--- src/rtl/lock_code_sequencer_if.sv ---
// Signal bundle between the code-entry sequencer and whatever drives or observes it.
// The master side issues commands and lock responses; the slave side is the sequencer itself.
interface lock_code_sequencer_if;
  logic       start;
  logic       abort;
  logic [7:0] code;
  logic       locked;
  logic       alarm;
  logic [7:0] sw;
  logic       busy;
  logic       done;
  logic       pass;
  logic       fail;
  logic [2:0] step_idx;
  logic [2:0] state;

  modport master (
    output start, abort, code, locked, alarm,
    input  sw, busy, done, pass, fail, step_idx, state
  );

  modport slave (
    input  start, abort, code, locked, alarm,
    output sw, busy, done, pass, fail, step_idx, state
  );
endinterface

--- src/rtl/lock_code_sequencer.sv ---
// Presents a latched 8-bit combination on the lock switches one index per timed step,
// then waits for the lock to open and reports pass/fail.
module lock_code_sequencer #(
  parameter int STEP_CYCLES = 4,
  parameter int RESP_CYCLES = 16,
  parameter int CNT_W       = 8
) (
  input  logic                  clk,
  input  logic                  clear,
  lock_code_sequencer_if.slave  bus
);

  typedef enum logic [2:0] {
    ST_IDLE    = 3'd0,
    ST_DRIVE   = 3'd1,
    ST_WAIT    = 3'd2,
    ST_RELEASE = 3'd3,
    ST_DONE    = 3'd4
  } state_t;

  localparam logic [CNT_W-1:0] STEP_LAST = CNT_W'(STEP_CYCLES - 1);
  localparam logic [CNT_W-1:0] RESP_LAST = CNT_W'(RESP_CYCLES - 1);

  state_t           state_q, state_d;
  logic [CNT_W-1:0] cnt_q, cnt_d;
  logic [2:0]       step_q, step_d;
  logic [7:0]       sw_q, sw_d;
  logic [7:0]       code_q, code_d;
  logic             pass_q, pass_d;
  logic             fail_q, fail_d;
  logic             done_q, done_d;
  logic [2:0]       step_nxt;

  assign step_nxt = step_q + 3'd1;

  always_comb begin
    state_d = state_q;
    cnt_d   = cnt_q;
    step_d  = step_q;
    sw_d    = sw_q;
    code_d  = code_q;
    pass_d  = pass_q;
    fail_d  = fail_q;
    done_d  = 1'b0;

    case (state_q)
      ST_IDLE: begin
        if (bus.start) begin
          code_d  = bus.code;
          pass_d  = 1'b0;
          fail_d  = 1'b0;
          sw_d    = {7'd0, bus.code[0]};
          step_d  = 3'd0;
          cnt_d   = '0;
          state_d = ST_DRIVE;
        end
      end

      ST_DRIVE: begin
        if (bus.alarm || bus.abort) begin
          state_d = ST_RELEASE;
          sw_d    = 8'd0;
          step_d  = 3'd0;
          cnt_d   = '0;
          fail_d  = 1'b1;
        end else if (cnt_q == STEP_LAST) begin
          cnt_d = '0;
          if (step_q == 3'd7) begin
            state_d = ST_WAIT;
            step_d  = 3'd0;
          end else begin
            // Lower bits already hold their code values; only the new index is loaded.
            step_d           = step_nxt;
            sw_d[step_nxt]   = code_q[step_nxt];
          end
        end else begin
          cnt_d = cnt_q + 1'b1;
        end
      end

      ST_WAIT: begin
        // Alarm/abort outrank an unlock seen in the same cycle.
        if (bus.alarm || bus.abort) begin
          state_d = ST_RELEASE;
          sw_d    = 8'd0;
          cnt_d   = '0;
          fail_d  = 1'b1;
        end else if (!bus.locked) begin
          state_d = ST_RELEASE;
          sw_d    = 8'd0;
          cnt_d   = '0;
          pass_d  = 1'b1;
        end else if (cnt_q == RESP_LAST) begin
          state_d = ST_RELEASE;
          sw_d    = 8'd0;
          cnt_d   = '0;
          fail_d  = 1'b1;
        end else begin
          cnt_d = cnt_q + 1'b1;
        end
      end

      ST_RELEASE: begin
        state_d = ST_DONE;
        done_d  = 1'b1;
      end

      ST_DONE: begin
        state_d = ST_IDLE;
      end

      default: begin
        state_d = ST_IDLE;
        sw_d    = 8'd0;
        step_d  = 3'd0;
        cnt_d   = '0;
      end
    endcase
  end

  always_ff @(posedge clk) begin
    if (clear) begin
      state_q <= ST_IDLE;
      cnt_q   <= '0;
      step_q  <= 3'd0;
      sw_q    <= 8'd0;
      code_q  <= 8'd0;
      pass_q  <= 1'b0;
      fail_q  <= 1'b0;
      done_q  <= 1'b0;
    end else begin
      state_q <= state_d;
      cnt_q   <= cnt_d;
      step_q  <= step_d;
      sw_q    <= sw_d;
      code_q  <= code_d;
      pass_q  <= pass_d;
      fail_q  <= fail_d;
      done_q  <= done_d;
    end
  end

  assign bus.sw       = sw_q;
  assign bus.busy     = (state_q != ST_IDLE);
  assign bus.done     = done_q;
  assign bus.pass     = pass_q;
  assign bus.fail     = fail_q;
  assign bus.step_idx = step_q;
  assign bus.state    = state_q;

endmodule
--- src/flat_wrapper.sv ---
// flat-port wrapper written by rule: the top's interface ports become plain ports
module lock_code_sequencer_flat 
#(
  parameter int STEP_CYCLES = 4,
  parameter int RESP_CYCLES = 16,
  parameter int CNT_W       = 8
)
  (clk, clear, bus_start, bus_abort, bus_code, bus_locked, bus_alarm, bus_sw, bus_busy, bus_done, bus_pass, bus_fail, bus_step_idx, bus_state);
  lock_code_sequencer_if bus_i ();
  input  logic clk;
  input  logic clear;
  input wire logic [$bits(bus_i.start)-1:0] bus_start;
  input wire logic [$bits(bus_i.abort)-1:0] bus_abort;
  input wire logic [$bits(bus_i.code)-1:0] bus_code;
  input wire logic [$bits(bus_i.locked)-1:0] bus_locked;
  input wire logic [$bits(bus_i.alarm)-1:0] bus_alarm;
  output wire logic [$bits(bus_i.sw)-1:0] bus_sw;
  output wire logic [$bits(bus_i.busy)-1:0] bus_busy;
  output wire logic [$bits(bus_i.done)-1:0] bus_done;
  output wire logic [$bits(bus_i.pass)-1:0] bus_pass;
  output wire logic [$bits(bus_i.fail)-1:0] bus_fail;
  output wire logic [$bits(bus_i.step_idx)-1:0] bus_step_idx;
  output wire logic [$bits(bus_i.state)-1:0] bus_state;
  assign bus_i.start = bus_start;
  assign bus_i.abort = bus_abort;
  assign bus_i.code = bus_code;
  assign bus_i.locked = bus_locked;
  assign bus_i.alarm = bus_alarm;
  assign bus_sw = bus_i.sw;
  assign bus_busy = bus_i.busy;
  assign bus_done = bus_i.done;
  assign bus_pass = bus_i.pass;
  assign bus_fail = bus_i.fail;
  assign bus_step_idx = bus_i.step_idx;
  assign bus_state = bus_i.state;
  lock_code_sequencer #(.STEP_CYCLES(STEP_CYCLES), .RESP_CYCLES(RESP_CYCLES), .CNT_W(CNT_W)) u_core (.clk(clk), .clear(clear), .bus(bus_i));
endmodule
--- config.mk ---
export PLATFORM = sky130hd
export DESIGN_NAME = lock_code_sequencer_flat
export DESIGN_NICKNAME = d
export VERILOG_FILES = /design/src/rtl/lock_code_sequencer_if.sv /design/src/rtl/lock_code_sequencer.sv /design/src/flat_wrapper.sv
export SDC_FILE = /design/constraint.sdc
export NUM_CORES = 1
export LEC_CHECK = 0
export CAP_MARGIN = 20
export CORE_UTILIZATION = 47
export DETAILED_ROUTE_END_ITERATION = 8
export HOLD_SLACK_MARGIN = 0.05
export PLACE_DENSITY = 0.8
export SLEW_MARGIN = 0
export SYNTH_ARGS = -nofsm -noshare
export SYNTH_HDL_FRONTEND = slang
export SYNTH_SLANG_ARGS = --single-unit
--- constraint.sdc ---
create_clock -name clk -period 2.07 [get_ports clk]
set_clock_uncertainty 0.2 [all_clocks]
set_input_delay 0.414 -clock clk [delete_from_list [all_inputs] [get_ports clk]]
set_output_delay 0.414 -clock clk [all_outputs]
set_load 0.1 [all_outputs]
After elaboration in Yosys (flattened, before gate mapping)
Index checks and enable logic that the tools add are counted.

operators by class
  add/subtract/negate cells = 2
  multipliers = 0
  divide/modulo/power cells = 0
  magnitude comparators = 2
  eq/ne operators = 17
  shifts and indexed selects = 0
  muxes and demuxes = 43
  bitwise logic cells = 2
  reductions and logical operators = 15

operators by type and width
  kind                                                         count
  two-way mux 8 bit                                            13
  one-hot mux 8 bit (4 select lines)                           2
  two-way mux 3 bit                                            11
  one-hot mux 3 bit (4 select lines)                           1
  two-way mux 1 bit                                            10
  AND reduction 5 bit                                          2
  inequality test 3 x 1 -> 1 bit (second input constant)       3
  one-hot mux 3 bit (3 select lines)                           1
  adder 8 x 1 -> 8 bit (second input constant)                 1
  bitwise mux 8 bit                                            1
  equality test 8 x 2 -> 1 bit (second input constant)         1
  equality test 8 x 4 -> 1 bit (second input constant)         1
  AND reduction 4 bit                                          2
  equality test 3 x 2 -> 1 bit (second input constant)         2
  equality test 3 bit (second input constant)                  2
  inequality test 2 bit (second input constant)                3
  nonzero test 3 bit                                           2
  less-than comparator 3 x 4 -> 1 bit (second input constant)  1
  inequality test 4 x 2 -> 1 bit (second input constant)       1
  AND reduction 2 bit                                          2
  adder 3 x 1 -> 3 bit (second input constant)                 1
  binary-select mux 1 bit (select 3 bit)                       1
  demux 1 bit (select 3 bit)                                   1
  equality test 3 x 1 -> 1 bit (second input constant)         1
  other kinds (14)                                             15

storage, ports and cells
  bits in registers = 33
  bits in latches = 0
  memory bits (writable) = 0
  ROM bits = 0
  input port bits = 14
  output and inout port bits = 18
  logic and storage cells = 89
  memories kept = 0

Logic depth before layout (Yosys ltp)
  word-level depth = 10
  depth in mapped cells = 7
  depth with buffers taken out = 6

Least setup slack after synthesis
Ideal clock, no wire load.

  path type = register to register
  from = reg u_core.step_q[1], in the netlist u_core.bus.step_idx[1]
  to = reg u_core.sw_q[0], in the netlist u_core.bus.sw[0]
  setup time = 146 ps
  arrival time = 2446 ps
  data required time = 1724 ps
  setup slack = -722 ps
  cell stages (with the launch flop) = 8
  buffers on the path = 1
  cells stage by stage = dfxtp_1 -> ha_1 -> ha_1 -> clkbuf_1 -> nor3b_1 -> mux2_2 -> a21oi_1 -> o31ai_4

on the way
  cells in the longest elaborated chain, start to end = 10

RTL lines
  element                                                                                                                         line                        source
  start, declared                                                                                                                 lock_code_sequencer.sv:26   logic [2:0] step_q, step_d;
  start signal, assigned                                                                                                          lock_code_sequencer.sv:134  step_q <= step_d;
  adder 3 x 1 -> 3 bit                                                                                                            lock_code_sequencer.sv:34   assign step_nxt = step_q + 3'd1;
  less-than comparator 3 x 4 -> 1 bit (not written as such) / greater-or-equal comparator 3 x 1 -> 1 bit (equally long branches)  lock_code_sequencer.sv:74   sw_d[step_nxt] = code_q[step_nxt];
  logical AND 1 bit (not written as such)                                                                                         lock_code_sequencer.sv:74
  two-way mux 1 bit (not written as such)                                                                                         lock_code_sequencer.sv:74
  demux 1 bit (select 3 bit)                                                                                                      n/a
  bitwise mux 8 bit                                                                                                               lock_code_sequencer.sv:74
  two-way mux 8 bit                                                                                                               lock_code_sequencer.sv:68   if (step_q == 3'd7) begin
  two-way mux 8 bit                                                                                                               lock_code_sequencer.sv:66   end else if (cnt_q == STEP_LAST) begin
  two-way mux 8 bit                                                                                                               lock_code_sequencer.sv:60   if (bus.alarm || bus.abort) begin
  one-hot mux 8 bit (4 select lines)                                                                                              lock_code_sequencer.sv:46   case (state_q)
  end signal, assigned                                                                                                            lock_code_sequencer.sv:135  sw_q <= sw_d;
  end, declared                                                                                                                   lock_code_sequencer.sv:27   logic [7:0] sw_q, sw_d;

Parallel ways exist; a longest one is shown, timed or not. The select of a mux whose other input is x is not followed.
A chain may end at the register's enable or synchronous reset.

Worst setup path in the final report
  from = reg u_core.cnt_q[6]
  to = reg u_core.sw_q[0], in the netlist u_core.bus.sw[0]

on the way
  cells in the longest elaborated chain, start to end = 3

RTL lines
  element                                                                                                   line                                                  source
  start, declared                                                                                           lock_code_sequencer.sv:25                             logic [CNT_W-1:0] cnt_q, cnt_d;
  start signal, assigned                                                                                    lock_code_sequencer.sv:133                            cnt_q <= cnt_d;
  equality test 8 x 4 -> 1 bit / equality test 8 x 2 -> 1 bit (equally long branches)                       lock_code_sequencer.sv:93, lock_code_sequencer.sv:66
  inequality test 4 x 2 -> 1 bit (no source line) / inequality test 3 x 1 -> 1 bit (equally long branches)  n/a
  AND reduction 5 bit (no source line) (*)                                                                  n/a

Mark *: on every way between the ends. The rest lies on a longest branch, timed or not.

==> results.yml <==
final_layout:
  post-route-util_pct: 80.99
  insertedDiodeCount: 0
  num-fill-cells: 180
  fin_nets: 291
  area_growth_pct: 58.92
  drive_gt1_share_pct: 37.82
routing:
  vias: 1893
  drc: 0
  wl_per_cell_um: 17.59
  drtPass1Iterations: 5
  drt-total-wl_mm: 5.647
  via_per_inst: 5.897
  drtAntennaViolNets: 0
  drt-initial-drc-count: 163
pwr:
  powerDensity_mw_per_mm2: 724.4
  ir_drop_v: 0.0005050
  leakagePower_nw: 1.113
global_route:
  top_usage_layer: "met2"
  grt_max_degree: 21
  use_met1_pct: 33.22
  grt_pass1_wl_mm: 8.700
  grt_use_met3_pct: 5.435
  grt_pass1_vias: 1811
  grt_usage_pct: 28.00
  grt_overflow_total: 0
  antenna_found_initial: 0
  gr-usage-met2_pct: 49.73
yosys:
  yosys_most_used_dff: "dfxtp_1"
  ys_ff_latch: 33
  yosys_warnings: 0
  synth_nets: 227
  ys_types: 49
  postSynth.asyncResetShare_pct: 0
  syn_inst: 210
  syn_area_per_cell_um2: 8.353
  netlist_area_mm2: 0.001754
  synth_edf_count: 0
  yosysSeqAreaShare_pct: 37.66
setup_path:
  critical_path.cell_chain: "or4_4 > o311a_4 > or3_4 > o31ai_4"
  path_class: "reg2reg"
  cpPeakStageDelay_ns: 0.55
  end_kind: "register"
  crit_required_ns: 2.07
  worst_setup_path_start_kind: "register"
  path_max_fanout: 8
  critPathTopFamily: "simple AND/OR/NAND/NOR gates"
  reg2reg_depth: 4
  r2r-start: "u_core.cnt_q[6]$_SDFFE_PP0P_"
  crit_arrival_ns: 2.15
  worst-path-buf-inv: 0
  reg2reg_to: "u_core.bus.sw[0]$_SDFFE_PP0P_"
  reg2reg_slack_ns: -0.08
  slowest_stage: "or4_4"
place:
  gp_congestion: 0.8502
  hpwl_mm: 3.486
  portBuffers: 31
  dp_slack_ns: -0.4620
floorplan:
  die_w_um: 63.09
  dieArea_mm2: 0.003980
  start_util_pct: 50.96
  core_mm2: 0.003442
  num_rows: 21
  ios: 32
  fp.dieH_um: 63.09
sta:
  slew_viol_final: 0
  rsz0062_at_grt: "yes"
  fin_crit_sh_pct: 103.8
  max_freq_mhz: 465.3
  slew_headroom_pct: 57.49
  worstMarginPinSlew_ns: 0.6369
  setup_viol: 8
  hold_viol_final: 0
  period_minus_slack_ns: 2.149
  hold_slack_ns: 0.2553
  layout_setup_ws_ns: -0.07908
  final.setup.tns_ns: -0.5624
min_path:
  worstHoldStart: "u_core.code_q[6]$_SDFFE_PP0P_"
  worstHoldPathCells: 2
  min_path_type: "reg2reg"
  hold-path-endpoint: "u_core.code_q[6]$_SDFFE_PP0P_"
cts:
  clock_latency_ns: 0.28
  numCtsBuffers: 5
  htree_num_levels: 2
  cts_root_buf: "clkbuf_8"
  clkSinkCount: 33
  clock_path_buffers: 2
  clkSlewWorstSetupHoldPaths_ns: 0.07
  cts_tree: "built"
outcome:
  violations: "setup timing"
  outcome: "complete, but fails checks"
flow_run:
  maxCapViolations: 0
metal layers:
metal | routed length [um] | vias up
met1 | 2274 | 921
met4 | 136 | 0
met3 | 276 | 15
li1 | - | 881
met5 | 0 | -
met2 | 2960 | 76
worst reg2reg max path, cell delays in order (launching register included):
cell and delay (ns):
dfxtp_1 0.31, or4_4 0.55, o311a_4 0.38, or3_4 0.43, o31ai_4 0.19
state kept, by name (all words and copies together) (netlist names):
name and count:
u_core.code_q 8, u_core.bus.state 3, u_core.cnt_q 8, u_core.bus.pass 1, u_core.bus.done 1, u_core.bus.step_idx 3, u_core.bus.fail 1, u_core.bus.sw 8
kinds of logic (layout without fill, tap and decap cells):
group,after synthesis,count (layout),synth area share (%)
and+or+nand+nor,91,91,26.32
AOI/OAI and AO/OA,47,47,18.69
DFF,33,33,37.66
buffers and inverters,18,83,4.493
muxes,16,16,9.701
adders and majority gates,3,3,2.140
xor gates and xnor gates,2,2,0.9988
how the worst max path moves through the flow:
stage                                           from                             to  slack, ns  depth (start not counted)
floorplan           u_core.bus.state[0]$_SDFFE_PP0P_  u_core.bus.sw[1]$_SDFFE_PP0P_      -0.07                          6
global placement                           bus_alarm   u_core.cnt_q[7]$_SDFFE_PP0P_      -0.42                          6
detailed placement                         bus_alarm   u_core.cnt_q[7]$_SDFFE_PP0P_      -0.46                          6
CTS                     u_core.cnt_q[4]$_SDFFE_PP0P_  u_core.bus.sw[6]$_SDFFE_PP0P_      -0.10                          4
global route            u_core.cnt_q[6]$_SDFFE_PP0P_  u_core.bus.sw[4]$_SDFFE_PP0P_       -0.1                          4
finish                  u_core.cnt_q[6]$_SDFFE_PP0P_  u_core.bus.sw[0]$_SDFFE_PP0P_      -0.08                          4
layout make-up:
class,count,area (um^2),share of cell area [%]
inverters,5,18.77,0.6733
repair buffers,70,775.7,27.83
well taps,46,57.56,2.065
clock buffers,8,111.4,3.995
flip-flops and latches,33,685.7,24.60
multi-input cells,159,1139,40.84
synth_stat cells, types with 2 or more instances:
cell type | n | share of area, %
or2_2 | 2 | 0.71
inv_1 | 5 | 1.1
ha_1 | 3 | 2.1
nand3_1 | 8 | 2.3
and3_1 | 2 | 0.71
o211ai_1 | 5 | 2.1
mux2i_1 | 8 | 4.6
nor4_1 | 2 | 0.71
o21bai_1 | 3 | 1.3
o21ai_0 | 6 | 1.7
a21oi_1 | 15 | 4.3
clkbuf_1 | 9 | 1.9
o21ai_1 | 2 | 0.57
nand4_1 | 2 | 0.71
buf_2 | 2 | 0.57
nor3_1 | 5 | 1.4
dfxtp_1 | 33 | 38
or3_1 | 2 | 0.71
nor2_1 | 10 | 2.1
nor3b_1 | 5 | 2.1
nand3b_1 | 4 | 1.7
o221ai_1 | 3 | 1.5
nor2b_1 | 2 | 0.71
nand2_1 | 40 | 8.6
mux2_2 | 8 | 5.1
timing repair:
action                                 4_1_cts  5_1_grt
setup endpoints to repair                   19       19
endpoints found under the hold margin        0        0
gates resized for setup                      6        7
pin swaps                                    8        5
buffers inserted                             9        0
hold buffers                                 0        0
where the power goes:
group          internal, mW  total [mW]  switching, mW
registers             0.674       0.733         0.0590
logic                 0.280       0.710          0.430
clock network         0.344       0.576          0.233
total                  1.30        2.02          0.721
placed cells by master (no fill, tap or decap), drive strengths merged, types with 8 or more instances in the layout:
cell type	n
buf	57
dfxtp	33
nor2	10
nand2	40
o21ai	8
mux2i	8
clkbuf	8
a21oi	15
clkdlybuf4s50	11
mux2	8
nand3	8
through the flow:
stage | instance area, um^2 | std cells | power [mW]
floorplan | 1869 | 210 | 1.179
global placement | 2575 | 305 | 1.422
detailed placement | 2575 | 305 | 1.438
CTS | 2754 | 321 | 2.001
global route | 2788 | 321 | 2.096
finish | 2788 | 321 | 2.019
Note: power is estimated with default switching activity, not from simulation.
